[src/rtl/des_job_arbiter.sv]
// Two-port job arbiter in front of a single iterative DES core: round-robin
// grant, one block in flight, watchdog on the core's done pulse.
module des_job_arbiter #(
    parameter int unsigned TIMEOUT_CYCLES = 64
) (
    input  logic        clk,
    input  logic        rst,
    input  logic        req0_valid,
    output logic        req0_ready,
    input  logic [63:0] req0_data,
    input  logic        req0_decrypt,
    input  logic        req1_valid,
    output logic        req1_ready,
    input  logic [63:0] req1_data,
    input  logic        req1_decrypt,
    output logic        rsp0_valid,
    input  logic        rsp0_ready,
    output logic [63:0] rsp0_data,
    output logic        rsp0_err,
    output logic        rsp1_valid,
    input  logic        rsp1_ready,
    output logic [63:0] rsp1_data,
    output logic        rsp1_err,
    output logic        core_start,
    output logic [63:0] core_data_in,
    output logic        core_decrypt,
    input  logic        core_done,
    input  logic [63:0] core_data_out,
    output logic        busy,
    output logic        last_grant
);

    typedef enum logic [1:0] {IDLE, ISSUE, WAIT, RESP} state_t;

    localparam logic [15:0] CNT_LAST = 16'(TIMEOUT_CYCLES - 1);

    state_t      state, state_nxt;
    logic        owner;
    logic        grant;
    logic        take;
    logic        rsp_taken;
    logic        timeout_hit;
    logic [15:0] cnt;
    logic [63:0] result;
    logic        err_q;

    assign timeout_hit = (cnt == CNT_LAST);
    assign rsp_taken   = owner ? rsp1_ready : rsp0_ready;

    // NOTE: every signal driven here gets a default first, so no path can
    // leave one unassigned and infer a latch.
    always_comb begin
        state_nxt  = state;
        grant      = (req0_valid && req1_valid) ? ~last_grant : req1_valid;
        req0_ready = 1'b0;
        req1_ready = 1'b0;
        take       = 1'b0;
        case (state)
            IDLE: begin
                // Ready is gated by rst so the port stays quiet while held in reset.
                req0_ready = !rst && req0_valid && !grant;
                req1_ready = !rst && req1_valid && grant;
                take       = req0_ready || req1_ready;
                if (take) state_nxt = ISSUE;
            end
            ISSUE: state_nxt = WAIT;
            WAIT:  if (core_done || timeout_hit) state_nxt = RESP;
            RESP:  if (rsp_taken) state_nxt = IDLE;
            default: state_nxt = IDLE;
        endcase
    end

    // NOTE: state registers use non-blocking assignments so every flop
    // samples the pre-edge values regardless of statement order.
    always_ff @(posedge clk or posedge rst) begin
        if (rst) begin
            state        <= IDLE;
            owner        <= 1'b0;
            last_grant   <= 1'b1;
            core_start   <= 1'b0;
            busy         <= 1'b0;
            rsp0_valid   <= 1'b0;
            rsp1_valid   <= 1'b0;
            core_data_in <= '0;
            core_decrypt <= 1'b0;
            result       <= '0;
            err_q        <= 1'b0;
            cnt          <= '0;
        end else begin
            state      <= state_nxt;
            core_start <= take;
            busy       <= (state_nxt != IDLE);
            rsp0_valid <= (state_nxt == RESP) && !owner;
            rsp1_valid <= (state_nxt == RESP) && owner;
            if (take) begin
                owner        <= grant;
                core_data_in <= grant ? req1_data : req0_data;
                core_decrypt <= grant ? req1_decrypt : req0_decrypt;
            end
            case (state)
                ISSUE: cnt <= '0;
                WAIT: begin
                    cnt <= cnt + 16'd1;
                    // A done arriving on the watchdog's last cycle still wins.
                    if (core_done) begin
                        result <= core_data_out;
                        err_q  <= 1'b0;
                    end else if (timeout_hit) begin
                        result <= '0;
                        err_q  <= 1'b1;
                    end
                end
                RESP: if (rsp_taken) last_grant <= owner;
                default: ;
            endcase
        end
    end

    assign rsp0_data = result;
    assign rsp1_data = result;
    assign rsp0_err  = err_q && rsp0_valid;
    assign rsp1_err  = err_q && rsp1_valid;

endmodule

[config.mk]
export PLATFORM = sky130hd
export DESIGN_NAME = des_job_arbiter
export DESIGN_NICKNAME = d
export VERILOG_FILES = /design/src/rtl/des_job_arbiter.sv
export SDC_FILE = /design/constraint.sdc
export NUM_CORES = 1
export LEC_CHECK = 0
export CAP_MARGIN = 30
export CORE_AREA = 2 2 157 159
export CTS_CLUSTER_DIAMETER = 120
export DETAILED_ROUTE_END_ITERATION = 8
export DIE_AREA = 0 0 159 161
export PLACE_DENSITY = 0.74
export SLEW_MARGIN = 20
export SYNTH_ARGS = -nofsm -noshare
export SYNTH_HDL_FRONTEND = slang
export SYNTH_SLANG_ARGS = --single-unit
[constraint.sdc]
create_clock -name clk -period 5.64 [get_ports clk]
set_input_delay 1.128 -clock clk [delete_from_list [all_inputs] [get_ports clk]]
set_output_delay 1.128 -clock clk [all_outputs]
set_load 0.01 [all_outputs]
# Word-level counts from Yosys, hierarchy flattened
# Index checks and enable logic that the tools add are counted.
dict set report word_totals {
  ff_bits 154
  latch_bits 0
  mem_bits_rw 0
  mem_bits_ro 0
  input_bits 201
  output_inout_bits 202
  wordCells 55
  memories 0
}
dict set report classes {
  addsub 1
  multipliers 0
  div 0
  order_cmp 0
  eq_ne 5
  shifts 0
  n_mux 16
  bitwise_logic 1
  reduce_logical 20
}
# op n
set ops {}
lappend ops {{$mux W64} 3}
lappend ops {{$pmux W16 S2} 1}
lappend ops {{$add A16 B1 Y16 const B} 1}
lappend ops {{$eq A16 B6 Y1 const B} 1}
lappend ops {{$logic_and A1 B1 Y1} 9}
lappend ops {{$mux W1} 8}
lappend ops {{$pmux W2 S4} 1}
lappend ops {{$eq A2 B2 Y1 const B} 3}
lappend ops {{$mux W2} 3}
lappend ops {{$reduce_bool A2 Y1} 3}
lappend ops {{$reduce_and A2 Y1} 2}
lappend ops {{$logic_not A1 Y1} 3}
lappend ops {{$eq A2 B1 Y1 const B} 1}
lappend ops {{$logic_not A2 Y1} 1}
lappend ops {{$logic_or A1 B1 Y1} 2}
lappend ops {{$not A1 Y1} 1}

# Longest topological paths before layout
# Gate-level depths: netlist of the first run.
dict set report logic_depth {
  word_depth 9
  mapped_depth 8
  depth_no_buf 6
}

# Worst setup path after synthesis of the first run
# No wires, ideal clock.
dict set report synth_path {
  path_kind {input to output}
  start {in req1_valid}
  end {out req0_ready}
  arrival_ps 1842
  required_ps 4512
  setup_slack_ps 2670
  stages 3
  path_cell_list {a21boi_1 buf_2 nor3b_1}
}
dict set report synth_between {
  elab_chain_len 5
}
# item line
set synth_lines {}
lappend synth_lines {{start, declared} 12} ;# input logic req1_valid,
lappend synth_lines {{$logic_and A1 B1 Y1} 54} ;# grant = (req0_valid && req1_valid) ? ~last_grant : req1_valid;
lappend synth_lines {{$mux W1 *} 54}
lappend synth_lines {{$logic_not A1 Y1 *} 61} ;# req0_ready = !rst && req0_valid && !grant;
lappend synth_lines {{$logic_and A1 B1 Y1 *} 61}
lappend synth_lines {{$mux W1 *} 58} ;# case (state)
lappend synth_lines {{end, declared} 9} ;# output logic req0_ready,
# Mark *: on every way between the ends. The rest lies on a longest branch, timed or not.

# Worst setup path in the final report of the first run
dict set report layout_path {
  start {in req0_valid}
  end {out req1_ready}
}
dict set report layout_between {
  elab_chain_len 4
}
# item line
set layout_lines {}
lappend layout_lines {{start, declared} 8} ;# input logic req0_valid,
lappend layout_lines {{$logic_and A1 B1 Y1} 54}
lappend layout_lines {{$mux W1} 54}
lappend layout_lines {{$logic_and A1 B1 Y1} 62} ;# req1_ready = !rst && req1_valid && grant;
lappend layout_lines {{$mux W1} 58}
lappend layout_lines {{end, declared} 13} ;# output logic req1_ready,
# No other way between the ends.

==> flow_metrics.env, run 1 <==
export IMPL_cts_tree="yes"
export IMPL_cts_root_buffer="clkbuf_16"
export IMPL_synth_cell_types=39
export IMPL_setup_violations=0
export IMPL_critPathMaxFanout=19
export IMPL_switching_share=0.357
export IMPL_first_iter_violations=313
export IMPL_dieArea_um2=25600
export IMPL_layout_commonest_cell="clkdlybuf4s50_1"
export IMPL_pwr_share_comb=0.477
export IMPL_grt_pass1_vias=6664
export IMPL_critPathCaptureType="output pin"
export IMPL_worstHoldStart="cnt[0]"
export IMPL_crit_top_cell="clkdlybuf4s50_1"
export IMPL_synth_avg_cell_area_um2=9.44
export IMPL_die_w_um=159
export IMPL_whs_path_depth=1
export IMPL_min_path_type="reg -> reg"
export IMPL_r2r_cells=4
export IMPL_slew_violations=0
export IMPL_grt_setup_unrepaired="no"
export IMPL_syn_area_um2=7250
export IMPL_finClkSkew_ns=0.0206
export IMPL_fin_crit_ns=4.22
export IMPL_syn_nets=974
export IMPL_portBuffers=402
export IMPL_p_per_area_nw_per_um2=508
export IMPL_power_leakage_uw=0.00487
export IMPL_clk_latency_ns=0.42
export IMPL_clock_sinks=154
export IMPL_crit_buf_inv=2
export IMPL_yosysSeqAreaShare=0.532
export IMPL_internal_power_uw=3820
export IMPL_critPathKind="in -> out"
export IMPL_pre_cts_ws_ns=1.41
export IMPL_drc=0
export IMPL_slowest_stage="a21boi_4"
export IMPL_power_uw=5940
export IMPL_synth_area_leader_cell="dfrtp_1"
export IMPL_crit_path_start="req0_valid"
export IMPL_fin_ws_ns=1.42
export IMPL_grt_max_degree=132
export IMPL_first_pass_iters=4
export IMPL_clock_fmax_mhz=237
export IMPL_start_util=0.303
export IMPL_antenna_found_initial=1
export IMPL_grt_pass1_wl_mm=37.5
export IMPL_synthToLayoutAreaGrowth_pct=61.4
export IMPL_cp_top_family="buffers and inverters"
export IMPL_worst_path_stages=4
export IMPL_critPathMaxStageDelay_ns=0.67
export IMPL_postRouteAntennaNets=0
export IMPL_die_h_um=161
export IMPL_max_slew_margin_rel=0.420
export IMPL_htreeDepth=4
export IMPL_ctsResizeCount=0
export IMPL_tightest_slew_ns=0.870
export IMPL_num_vias=6535
export IMPL_ys_warn_count=0
export IMPL_async_flop_share=1.00
export IMPL_final_nets=1291
export IMPL_worstPathRequired_ns=4.51
export IMPL_yosysTopAreaCellShare=0.528
export IMPL_io_pins=403
export IMPL_reg2reg_from="last_grant"
export IMPL_fp_coreArea_um2=24000
export IMPL_clk_pin_slew_worst_paths_ns=0.07
export IMPL_grt_use_total=0.185
export IMPL_final_cells=1422
export IMPL_hold_viol_final=0
export IMPL_dp_cells=1390
export IMPL_hold_buffers=0
export IMPL_outcome="completed"
export IMPL_viasPerCell=4.60
export IMPL_power_share_clock=0.195
export IMPL_drive_above_1_share=0.0437
export IMPL_diodes=0
export IMPL_yosys_top_cells_area="dfrtp_1 (53%), mux2i_1 (9.2%), nand2_1 (7.2%)"
export IMPL_maxCapViolCount=0
export IMPL_ir_drop_mv=0.220
export IMPL_hpwl_mm=17.7
export IMPL_grt_overflow=0
export IMPL_wl_mm=24.0
export IMPL_crit_path_start_kind="input port"
export IMPL_seqPwrFrac=0.328
export IMPL_yosys_register_bits=154
export IMPL_rows=57
export IMPL_gp_congestion=0.824
export IMPL_synthCells=768
export IMPL_routedWlPerCell_um=16.9
export IMPL_totalNegativeSetupSlack_ns=0
export IMPL_fillCellCount=2236
export IMPL_arrival_ns=3.09
export IMPL_p_switching_uw=2120
export IMPL_clockBufferDepth=2
export IMPL_period_share=0.748
export IMPL_cp_cell_sequence="clkdlybuf4s50_1 > a21boi_4 > nor2b_1 > clkdlybuf4s50_1"
export IMPL_numCtsBuffers=17
export IMPL_final_cell_mix="clkdlybuf4s50_1 (402), dfrtp_1 (153), nand2_1 (138), nor2_1 (81), a21oi_1 (72)"
export IMPL_synth_flop_cell="dfrtp_1"
export IMPL_synth_edff_count=0
export IMPL_postCtsSetupBuffers=0
[flip-flops by register name (all words and copies together), names as in the netlist]
name	flops
rsp0_valid	1
core_start	1
rsp1_valid	1
last_grant	1
cnt	16
err_q	1
core_data_in	64
rsp0_data	64
owner	1
busy	1
core_decrypt	1
state	2
[stage by stage]
step / util / instance area, um2 / hold slack (ns)
floorplan: - / 7250 / 0.470
global placement: 0.464 / 11100 / 0.498
detailed placement: 0.464 / 11100 / 0.508
CTS: 0.488 / 11700 / 0.521
global route: 0.488 / 11700 / 0.548
finish: 0.488 / 11700 / 0.527
[area by class of cell]
cell class                 count  area, um2  area share
clock buffer                  21        450      0.0385
clock inverter                11        136      0.0117
inverter                       9       38.8     0.00332
multi-input combinational    495       2720       0.232
sequential                   154       3850       0.329
tap                          324        405      0.0346
timing repair buffer         408       4090       0.350
[path summary, 6_finish.rpt]
check	endpoint	slack, ns
worst max-delay path	req1_ready	1.42
worst min-delay path	cnt[0]	0.53
worst max register to register	core_data_in[50]	3.23
worst min register to register	cnt[0]	0.53
max in group asynchronous	core_data_in[44]	3.48
min in group asynchronous	owner	1.25
[power by group through the flow]
stage | registers (uW) | logic (uW) | clock network [uW]
2_1_floorplan | 2100 | 1190 | 0
6_report | 1950 | 2830 | 1160
5_1_grt | 2010 | 3050 | 1240
4_1_cts | 1950 | 2870 | 1200
3_5_place_dp | 1960 | 2860 | 0
3_3_place_gp | 1950 | 2810 | 0
[logic make-up after synthesis]
logic type      Yosys count  synth area share
flops                   154             0.532
compound gates          155             0.112
mux                      68            0.0940
fa+ha+maj                 5           0.00863
buf+inv                 119            0.0970
simple gates            261             0.149
xor+xnor                  6           0.00725
[layer usage]
metal / part of all wire / global-route usage / vias to the layer above
li1: - / - / 3133
met1: 0.40 / 0.218 / 3090
met2: 0.51 / 0.325 / 289
met3: 0.077 / 0.0614 / 23
met4: 0.016 / 0.0492 / 0
met5: 0 / 0 / -
[synth_stat cells (5+ instances only)]
master    instances
nand2_1         139
xnor2_1           6
o21ai_0          68
nand4_1           6
nor4_1            5
inv_1             9
buf_2            12
nand3_1           6
nor2_1           82
mux2i_1          67
dfrtp_1         153
a21oi_1          72
nor3_1            5
ha_1              5
buf_4            64
clkbuf_1         30
(Power assumes the default switching activity.)
==> inputs of run 2 (changes only) <==
- CORE_AREA: 2 2 157 159 -> 2 2 156 158
- DIE_AREA: 0 0 159 161 -> 0 0 158 160
- PLACE_DENSITY: 0.74 -> 0.77
- clock period: 5.64 -> 3.53 ns (I/O delays scaled with it)
==> flow_metrics.env, run 2 (synthesis gave the netlist of run 1 again) <==
export IMPL_grt_overflow=0
export IMPL_clock_fmax_mhz=311
export IMPL_dieArea_um2=25300
export IMPL_finClkSkew_ns=0.0162
export IMPL_grt_use_total=0.190
export IMPL_fin_area_um2=11800
export IMPL_first_iter_violations=342
export IMPL_totalNegativeSetupSlack_ns=0
export IMPL_grt_max_degree=94
export IMPL_wl_mm=24.2
export IMPL_grt_pass1_wl_mm=36.9
export IMPL_die_w_um=158
export IMPL_portBuffers=402
export IMPL_crit_path_start_kind="input port"
export IMPL_routedWlPerCell_um=16.9
export IMPL_postCtsSetupBuffers=0
export IMPL_clockBufferDepth=2
export IMPL_hold_viol_final=0
export IMPL_max_slew_margin_rel=0.430
export IMPL_critPathCaptureType="output pin"
export IMPL_fin_ws_ns=0.319
export IMPL_viasPerCell=4.58
export IMPL_arrival_ns=2.50
export IMPL_power_leakage_uw=0.00494
export IMPL_start_util=0.304
export IMPL_io_pins=403
export IMPL_power_uw=9590
export IMPL_worstPathRequired_ns=2.82
export IMPL_clk_latency_ns=0.42
export IMPL_setup_violations=0
export IMPL_hpwl_mm=18.2
export IMPL_postRouteAntennaNets=0
export IMPL_outcome="completed"
export IMPL_num_vias=6566
export IMPL_rows=57
export IMPL_final_nets=1302
export IMPL_htreeDepth=4
export IMPL_cp_top_family="buffers and inverters"
export IMPL_synthToLayoutAreaGrowth_pct=63.2
export IMPL_ctsResizeCount=0
export IMPL_critPathKind="in -> out"
export IMPL_first_pass_iters=4
export IMPL_clk_pin_slew_worst_paths_ns=0.06
export IMPL_crit_buf_inv=3
export IMPL_ir_drop_mv=0.357
export IMPL_critPathMaxStageDelay_ns=0.53
export IMPL_p_per_area_nw_per_um2=811
export IMPL_cts_root_buffer="clkbuf_16"
export IMPL_clock_sinks=154
export IMPL_min_path_type="reg -> reg"
export IMPL_gp_congestion=0.803
export IMPL_slowest_stage="clkdlybuf4s50_1"
export IMPL_drc=0
export IMPL_grt_pass1_vias=6684
export IMPL_critPathMaxFanout=4
export IMPL_die_h_um=160
export IMPL_crit_top_cell="clkdlybuf4s50_1"
export IMPL_tightest_slew_ns=0.853
export IMPL_numCtsBuffers=17
export IMPL_grt_setup_unrepaired="no"
export IMPL_fillCellCount=2182
export IMPL_period_share=0.910
export IMPL_cp_cell_sequence="clkdlybuf4s50_1 > nand2b_1 > nor3b_1 > buf_4 > clkdlybuf4s50_1"
export IMPL_fp_coreArea_um2=23800
export IMPL_slew_violations=0
export IMPL_pre_cts_ws_ns=0.344
export IMPL_layout_commonest_cell="clkdlybuf4s50_1"
export IMPL_final_cell_mix="clkdlybuf4s50_1 (402), dfrtp_1 (153), nand2_1 (138), nor2_1 (81), a21oi_1 (72)"
export IMPL_hold_worst_slack_ns=0.511
export IMPL_hold_buffers=0
export IMPL_drive_above_1_share=0.0532
export IMPL_antenna_found_initial=3
export IMPL_fin_crit_ns=3.21
export IMPL_cts_tree="yes"
export IMPL_maxCapViolCount=0
export IMPL_place_area_um2=11200
[run 2: cell types whose count changed in the layout (fill, tap and decap cells not counted), sizes merged]
cell | previous run | this run
bufinv | 2 | 3
diode | 0 | 2
buf | 6 | 17
inv | 13 | 11
clkinvlp | 2 | 4
clkbuf | 21 | 19
[run 2: cell type report]
cell class	instances	area [um2]	area share
Timing Repair Buffer	419	4210	0.356
Sequential cell	154	3850	0.326
Multi-Input combinational cell	495	2720	0.230
Clock buffer	19	433	0.0366
Tap cell	324	405	0.0343
Clock inverter	12	165	0.0140
Inverter	9	37.5	0.00317
Antenna cell	2	5.00	0.000423
[run 2: final timing paths]
| check | from | depth (start not counted) | slack, ns | to |
|---|---|---|---|---|
| setup / recovery | rst | 5 | 0.32 | req0_ready |
| hold / removal | err_q | 1 | 0.51 | err_q |
| setup reg to reg | state[0] | 6 | 1.23 | cnt[15] |
| hold reg to reg | err_q | 1 | 0.51 | err_q |
| max in group asynchronous | rst | 3 | 1.91 | last_grant |
| min in group asynchronous | rst | 2 | 0.90 | rsp0_data[7] |
[run 2: layer usage]
| layer | GRT usage | vias up | part of all wire |
|---|---|---|---|
| li1 | - | 3171 | - |
| met1 | 0.223 | 3088 | 0.40 |
| met2 | 0.320 | 279 | 0.49 |
| met3 | 0.0700 | 26 | 0.091 |
| met4 | 0.0647 | 2 | 0.019 |
| met5 | 0 | - | 0.00050 |
[run 2: report_power, final]
group / leakage, uW / internal [uW] / switching [uW]
sequential: 0.00185 / 2530 / 559
clock: 0.000281 / 1120 / 777
combinational: 0.00281 / 2530 / 2070
total: 0.00494 / 6190 / 3410
[run 2: stage by stage]
step           std cells   util
3_3_place_gp        1400  0.471
4_1_cts             1431  0.496
3_5_place_dp        1400  0.471
6_report            1434  0.497
5_1_grt             1434  0.497
2_1_floorplan        768      -
